File: config.mk
export PLATFORM = sky130hd
export DESIGN_NAME = alu_issue_unit_flat
export DESIGN_NICKNAME = d
export VERILOG_FILES = /design/src/rtl/alu_issue_unit_pkg.sv /design/src/rtl/alu_issue_unit_if.sv /design/src/rtl/alu_issue_unit_reg_file_8x8.sv /design/src/rtl/alu_issue_unit.sv /design/src/flat_wrapper.sv
export SDC_FILE = /design/constraint.sdc
export NUM_CORES = 1
export LEC_CHECK = 0
export BUFFER_PORTS_ARGS = -buffer_cell sky130_fd_sc_hd__buf_2
export CAP_MARGIN = 40
export CORE_ASPECT_RATIO = 0.6
export CORE_MARGIN = 5
export CORE_UTILIZATION = 30
export CTS_CLUSTER_DIAMETER = 80
export DETAILED_ROUTE_END_ITERATION = 8
export PLACE_DENSITY_LB_ADDON = 0.2
export RECOVER_POWER = 50
export SYNTH_ARGS = -nofsm -noshare
export SYNTH_HDL_FRONTEND = slang
export SYNTH_SLANG_ARGS = --single-unit
File: constraint.sdc
create_clock -name clk -period 3.35 [get_ports clk]
set_input_delay 0.335 -clock clk [delete_from_list [all_inputs] [get_ports clk]]
set_output_delay 0.335 -clock clk [all_outputs]
set_load 0.05 [all_outputs]
File: src/rtl/alu_issue_unit_pkg.sv
// Shared types and constants for the ALU issue unit.
package alu_issue_unit_pkg;

  localparam int unsigned DATA_W = 8;
  localparam int unsigned NREGS  = 8;
  localparam int unsigned REG_AW = $clog2(NREGS);

  typedef logic [DATA_W-1:0] data_t;
  typedef logic [REG_AW-1:0] reg_idx_t;

  typedef enum logic [2:0] {
    OpAnd = 3'b000,
    OpXor = 3'b001,
    OpShl = 3'b010,
    OpShr = 3'b011,
    OpAdd = 3'b100
  } alu_op_e;

  typedef enum logic [1:0] {
    StIdle,
    StExec,
    StWb
  } issue_state_e;

  // 9-bit instruction word: op in the top bits, rs is ALU R1, rd is ALU R2 and destination.
  typedef struct packed {
    logic [2:0] op;
    reg_idx_t   rs;
    reg_idx_t   rd;
  } instr_t;

  // Encodings above add are reserved and reported as illegal.
  function automatic logic op_is_legal(input logic [2:0] op);
    return op <= 3'b100;
  endfunction

endpackage

File: src/rtl/alu_issue_unit_if.sv
// Instruction handshake and external register-load bus of the issue unit.
interface alu_issue_unit_if;
  import alu_issue_unit_pkg::*;

  logic     instr_valid;
  logic     instr_ready;
  instr_t   instr;
  logic     load_en;
  reg_idx_t load_addr;
  data_t    load_data;

  // Front end side.
  modport master (
    output instr_valid,
    input  instr_ready,
    output instr,
    output load_en,
    output load_addr,
    output load_data
  );

  // Issue unit side.
  modport slave (
    input  instr_valid,
    output instr_ready,
    input  instr,
    input  load_en,
    input  load_addr,
    input  load_data
  );

endinterface

File: src/rtl/alu_issue_unit_reg_file_8x8.sv
// 8x8 register file: one synchronous write port, three asynchronous read ports.
module reg_file_8x8
  import alu_issue_unit_pkg::*;
(
  input  logic     clk,
  input  logic     rst_n,
  input  logic     we,
  input  reg_idx_t waddr,
  input  data_t    wdata,
  input  reg_idx_t rs_addr,
  input  reg_idx_t rd_addr,
  input  reg_idx_t dbg_addr,
  output data_t    rs_data,
  output data_t    rd_data,
  output data_t    dbg_data
);

  data_t regs_q [NREGS];

  // Storage with asynchronous clear.
  always_ff @(posedge clk or negedge rst_n) begin
    if (!rst_n) begin
      for (int unsigned i = 0; i < NREGS; i++) begin
        regs_q[i] <= '0;
      end
    end else if (we) begin
      regs_q[waddr] <= wdata;
    end
  end

  assign rs_data  = regs_q[rs_addr];
  assign rd_data  = regs_q[rd_addr];
  assign dbg_data = regs_q[dbg_addr];

endmodule

File: src/rtl/alu_issue_unit.sv
// Issue side of the 8-bit ALU: accepts an instruction, drives the ALU for one cycle,
// captures result and flags, then writes back. Fixed IDLE -> EXEC -> WB occupancy.
module alu_issue_unit
  import alu_issue_unit_pkg::*;
(
  input  logic                clk,
  input  logic                rst_n,
  alu_issue_unit_if.slave     bus,
  output logic [2:0]          alu_op,
  output data_t               alu_r1,
  output data_t               alu_r2,
  input  data_t               alu_out,
  input  logic [1:0]          alu_overflow,
  input  logic                alu_zf,
  output logic                done,
  output logic                illegal,
  output logic [1:0]          flag_ovf,
  output logic                flag_z,
  input  reg_idx_t            dbg_addr,
  output data_t               dbg_data
);

  issue_state_e state_q;
  instr_t       instr_q;
  logic [2:0]   alu_op_q;
  data_t        res_q;
  logic [1:0]   ovf_q;
  logic         z_q;
  logic         done_q;
  logic         illegal_q;
  logic         ready_q;
  logic [1:0]   flag_ovf_q;
  logic         flag_z_q;

  logic         rf_we;
  reg_idx_t     rf_waddr;
  data_t        rf_wdata;

  // Control FSM with registered handshake, ALU opcode, pulses and flags.
  always_ff @(posedge clk or negedge rst_n) begin
    if (!rst_n) begin
      state_q    <= StIdle;
      instr_q    <= '0;
      alu_op_q   <= 3'b000;
      res_q      <= '0;
      ovf_q      <= 2'b00;
      z_q        <= 1'b0;
      done_q     <= 1'b0;
      illegal_q  <= 1'b0;
      ready_q    <= 1'b1;
      flag_ovf_q <= 2'b00;
      flag_z_q   <= 1'b0;
    end else begin
      done_q    <= 1'b0;
      illegal_q <= 1'b0;
      unique case (state_q)
        StIdle: begin
          if (bus.instr_valid && ready_q) begin
            instr_q  <= bus.instr;
            alu_op_q <= bus.instr.op;
            ready_q  <= 1'b0;
            state_q  <= StExec;
          end
        end
        StExec: begin
          res_q    <= alu_out;
          ovf_q    <= alu_overflow;
          z_q      <= alu_zf;
          alu_op_q <= 3'b000;
          if (op_is_legal(instr_q.op)) begin
            done_q <= 1'b1;
          end else begin
            illegal_q <= 1'b1;
          end
          state_q <= StWb;
        end
        StWb: begin
          // Only add produces meaningful flags; every other op leaves them alone.
          if (instr_q.op == OpAdd) begin
            flag_ovf_q <= ovf_q;
            flag_z_q   <= z_q;
          end
          ready_q <= 1'b1;
          state_q <= StIdle;
        end
        default: begin
          ready_q <= 1'b1;
          state_q <= StIdle;
        end
      endcase
    end
  end

  // Single write port: writeback in WB, external load in IDLE; states never overlap.
  always_comb begin
    rf_we    = 1'b0;
    rf_waddr = bus.load_addr;
    rf_wdata = bus.load_data;
    if (state_q == StWb && done_q) begin
      rf_we    = 1'b1;
      rf_waddr = instr_q.rd;
      rf_wdata = res_q;
    end else if (state_q == StIdle && bus.load_en) begin
      rf_we = 1'b1;
    end
  end

  reg_file_8x8 u_reg_file (
    .clk      (clk),
    .rst_n    (rst_n),
    .we       (rf_we),
    .waddr    (rf_waddr),
    .wdata    (rf_wdata),
    .rs_addr  (instr_q.rs),
    .rd_addr  (instr_q.rd),
    .dbg_addr (dbg_addr),
    .rs_data  (alu_r1),
    .rd_data  (alu_r2),
    .dbg_data (dbg_data)
  );

  assign bus.instr_ready = ready_q;
  assign alu_op          = alu_op_q;
  assign done            = done_q;
  assign illegal         = illegal_q;
  assign flag_ovf        = flag_ovf_q;
  assign flag_z          = flag_z_q;

endmodule
File: src/flat_wrapper.sv
// flat-port wrapper written by rule: the top's interface ports become plain ports
module alu_issue_unit_flat import alu_issue_unit_pkg::*;
  (clk, rst_n, alu_op, alu_r1, alu_r2, alu_out, alu_overflow, alu_zf, done, illegal, flag_ovf, flag_z, dbg_addr, dbg_data, bus_instr_valid, bus_instr_ready, bus_instr, bus_load_en, bus_load_addr, bus_load_data);
  alu_issue_unit_if bus_i ();
  input  logic clk;
  input  logic rst_n;
  output logic [2:0] alu_op;
  output data_t alu_r1;
  output data_t alu_r2;
  input  data_t alu_out;
  input  logic [1:0] alu_overflow;
  input  logic alu_zf;
  output logic done;
  output logic illegal;
  output logic [1:0] flag_ovf;
  output logic flag_z;
  input  reg_idx_t dbg_addr;
  output data_t dbg_data;
  input wire logic [$bits(bus_i.instr_valid)-1:0] bus_instr_valid;
  output wire logic [$bits(bus_i.instr_ready)-1:0] bus_instr_ready;
  input wire logic [$bits(bus_i.instr)-1:0] bus_instr;
  input wire logic [$bits(bus_i.load_en)-1:0] bus_load_en;
  input wire logic [$bits(bus_i.load_addr)-1:0] bus_load_addr;
  input wire logic [$bits(bus_i.load_data)-1:0] bus_load_data;
  assign bus_i.instr_valid = bus_instr_valid;
  assign bus_instr_ready = bus_i.instr_ready;
  assign bus_i.instr = bus_instr;
  assign bus_i.load_en = bus_load_en;
  assign bus_i.load_addr = bus_load_addr;
  assign bus_i.load_data = bus_load_data;
  alu_issue_unit u_core (.clk(clk), .rst_n(rst_n), .bus(bus_i), .alu_op(alu_op), .alu_r1(alu_r1), .alu_r2(alu_r2), .alu_out(alu_out), .alu_overflow(alu_overflow), .alu_zf(alu_zf), .done(done), .illegal(illegal), .flag_ovf(flag_ovf), .flag_z(flag_z), .dbg_addr(dbg_addr), .dbg_data(dbg_data));
endmodule
==> summary.md <==
| Metric | Value |
|---|---|
| Vias in the first global route | 3480 |
| Worst EP arrival | roughly 2.2 ns |
| Synth top area share | 45.1% |
| Final wirelength | between 10 and 15 mm |
| H-tree levels | 3 |
| Mapped Nets | 362 |
| WHS Path Cells | 2 |
| GRT overflow | 0 |
| TritonCTS buffer count | 9 |
| Largest cells by area after synthesis | dfrtp_1 (45%), mux2_2 (25%), mux4_2 (21%) |
| CP Class | flip-flop to output pin |
| Height of the chip | 112 um |
| Post-layout min period | 2.58 ns |
| Vias per cell | 5.07 |
| Clk slew on worst S/H paths | ~0.070 ns |
| CTS Root Buffer Type | clkbuf_16 |
| Layout cells sized above 1 | 65.3% |
| Post-Syn Instances | 324 |
| CTS tree | done |
| Final setup fails | 0 |
| Detailed Place HPWL | 9.69 mm |
| Avg Synthesized Cell Area | approximately 16 sq um |
| Final period util | approximately 77% |
| GPL Wtd Cong | 0.714 |
| Max_slew headroom | between 20 and 30% |
| Io pins | 71 |
| Area grow syn2layout | 18.7% |
| Largest net degree at the start of global routing | 65 |
| Clock Skew | 0.0117 ns |
| DRC | 0 |
| Seq cells post-synth | 95 |
| Seq/Total Area, Yosys | 45.6% |
| CP required | 3.01 ns |
| Vias | 3206 |
| Wire per inst | 21.6 um |
| Largest area contributor in the netlist | dfrtp_1 |
| Nets | about 430 |
| Startpoint type of the worst setup path | flip-flop |
| Worst skew pair latency | roughly 0.34 ns |
| Fillers | 1639 |
| Max Root-Sink Buffers | 2 |
| Antenna-violating nets left | 0 |
| RSZ-0062 raised after global routing | false |
| Hold Crit Class | input port to flip-flop |
| Total negative slack | 0 ns |
| Drt first pass iters | 4 |
| Netlist cell types | 30 |
| Worst path cell trace | buf_12, mux4_2, mux2_2, buf_2 |
| CP Max Fanout | 13 |
| Die W | ~180 um |
| Initial core utilization | 30.5% |
| Number of max-cap violations | 0 |
| 1st-iter DRT viols | between 150 and 200 |
| Core ar. | ~17000 sq um |
| Worst path max stage delay | 0.60 ns |
| Total track usage | 14.0% |
| Post-CTS setup buffers | 0 |
| CTS sink count | 95 |
| FF+latch area | 2380 sq um |
| Register-to-Register Path Depth | 4 |
| Ys Warns | 0 |
| CP max stage cell | dfrtp_1 |
| Die ar. | 20200 sq um |
| Crit. End Element | output pin |
| Multi-input logic area | 2710 sq um |
| Synth Cell Area | 5210 sq um |
| FP Rows | 37 |
| Final Max Slew Viols | 0 |
| I/O Buffers | 70 |
| Global-route wire length before repair | 21.5 mm |
| # diodes | 0 |
| Tightest Pin Transition | between 1 and 1.5 ns |
| Initial antenna violation count | 0 |
| F_max | 388 MHz |
| Status | finished clean |
| Final Hold Viols | 0 |
-- kinds of logic (layout without fill, tap and decap cells) --
| kind of cell | count (synthesis) | in the layout | synth area share [%] |
|---|---|---|---|
| buffers and inverters | 21 | 95 | 2.18 |
| muxes | 171 | 171 | 47.4 |
| and+or+nand+nor | 31 | 31 | 3.79 |
| DFF | 95 | 95 | 45.6 |
| AOI/OAI and AO/OA | 6 | 6 | 1.01 |
-- routing by layer --
metal | global-route usage [%] | part of all wire (%)
met3 | 3.63 | 5.5
met2 | 20.2 | 43
met5 | 0 | 0
met4 | 2.87 | 1.0
met1 | 21.2 | 51
-- timing repair --
item,4_1_cts,5_1_grt
hold buffers,1,0
hold endpoints to repair,15,0
resized for setup,0,0
-- cell type report --
type                            count  area share, %
Clock inverter                      7           1.96
Sequential cell                    95           38.5
Tap cell                          234           4.73
Clock buffer                        9           3.64
Multi-Input combinational cell    208           43.9
Timing Repair Buffer               79           7.34
-- worst max-delay path: cells and delay by family (launching register included) --
family / cells / cell delay [ns]
DFF: 1 / 0.60
muxes: 2 / 0.83
buffers and inverters: 2 / 0.45
-- cell usage after synthesis --
cell / n
and2_1: 1
nor2b_1: 2
mux4_2: 48
mux2_1: 1
nor3_2: 1
mux2_2: 118
nor3b_1: 1
a21oi_1: 1
nand3b_1: 2
and2b_1: 1
buf_6: 2
buf_4: 2
mux2i_1: 2
a22o_1: 3
dfstp_2: 1
buf_1: 3
clkbuf_1: 4
nand2b_1: 4
a21oi_4: 1
dfrtp_1: 94
buf_2: 10
nand3b_4: 1
nand3_1: 1
mux2i_2: 2
o21ai_0: 1
nand2_1: 5
nand2_2: 5
nor4b_1: 1
nor2_1: 5
or3b_4: 1
-- worst paths after layout --
check	start	to	slack, ns
max	u_core.instr_q[0]	alu_r2[6]	0.77
min	bus_instr[5]	u_core.instr_q[5]	0.22
max reg2reg	u_core.state_q[1]	u_core.u_reg_file.regs_q[53]	0.98
min reg2reg	u_core.bus.instr_ready	u_core.bus.instr_ready	0.50
max in group asynchronous	rst_n	u_core.u_reg_file.regs_q[6]	0.95
min in group asynchronous	rst_n	u_core.alu_op[2]	0.71
-- flip-flops by register name (all words and copies together) (netlist names) --
signal                    flops
u_core.ovf_q                  2
u_core.z_q                    1
u_core.flag_ovf               2
u_core.done                   1
u_core.res_q                  8
u_core.illegal                1
u_core.alu_op                 3
u_core.instr_q                9
u_core.u_reg_file.regs_q     64
u_core.bus.instr_ready        1
u_core.flag_z                 1
u_core.state_q                2
-- cells in the final DEF, fill, tap and decap left out --
master,n
nand3b_1,2
clkbuf_1,11
or3b_4,1
buf_4,3
nand2_1,5
clkinvlp_4,3
nand3b_4,1
nor2_1,5
buf_12,1
mux2_1,1
and2b_1,1
a22o_1,3
and2_0,1
o21ai_0,1
a21oi_4,1
mux2i_2,2
nand3_1,1
dfstp_2,1
nand2_2,5
nor4b_1,1
buf_2,61
dfrtp_1,94
mux2_2,118
clkinv_4,1
nand2b_1,4
dlygate4sd3_1,1
nor3b_1,1
nor3_1,1
a21oi_1,1
mux2i_1,2
mux4_2,48
nor2b_1,2
clkbuf_16,9
bufinv_16,3
buf_16,2
-- through the flow --
| step | cells | hold slack, ns | utilization (%) | area [sq um] | setup WS [ns] |
|---|---|---|---|---|---|
| 6_report | 632 | 0.223 | 36.2 | 6190 | 0.774 |
| 5_1_grt | 632 | 0.216 | 36.2 | 6190 | 0.529 |
| 4_1_cts | 632 | 0.210 | 36.4 | 6210 | 0.689 |
| 3_5_place_dp | 615 | 0.224 | 34.3 | 5860 | 0.902 |
| 3_3_place_gp | 612 | 0.479 | 33.9 | 5790 | 0.959 |
| 2_1_floorplan | 324 | 0.0394 | - | 5210 | 1.25 |
Power is not shown: default switching activity piles up to over one toggle a cycle in this logic, so the estimate is an artifact.
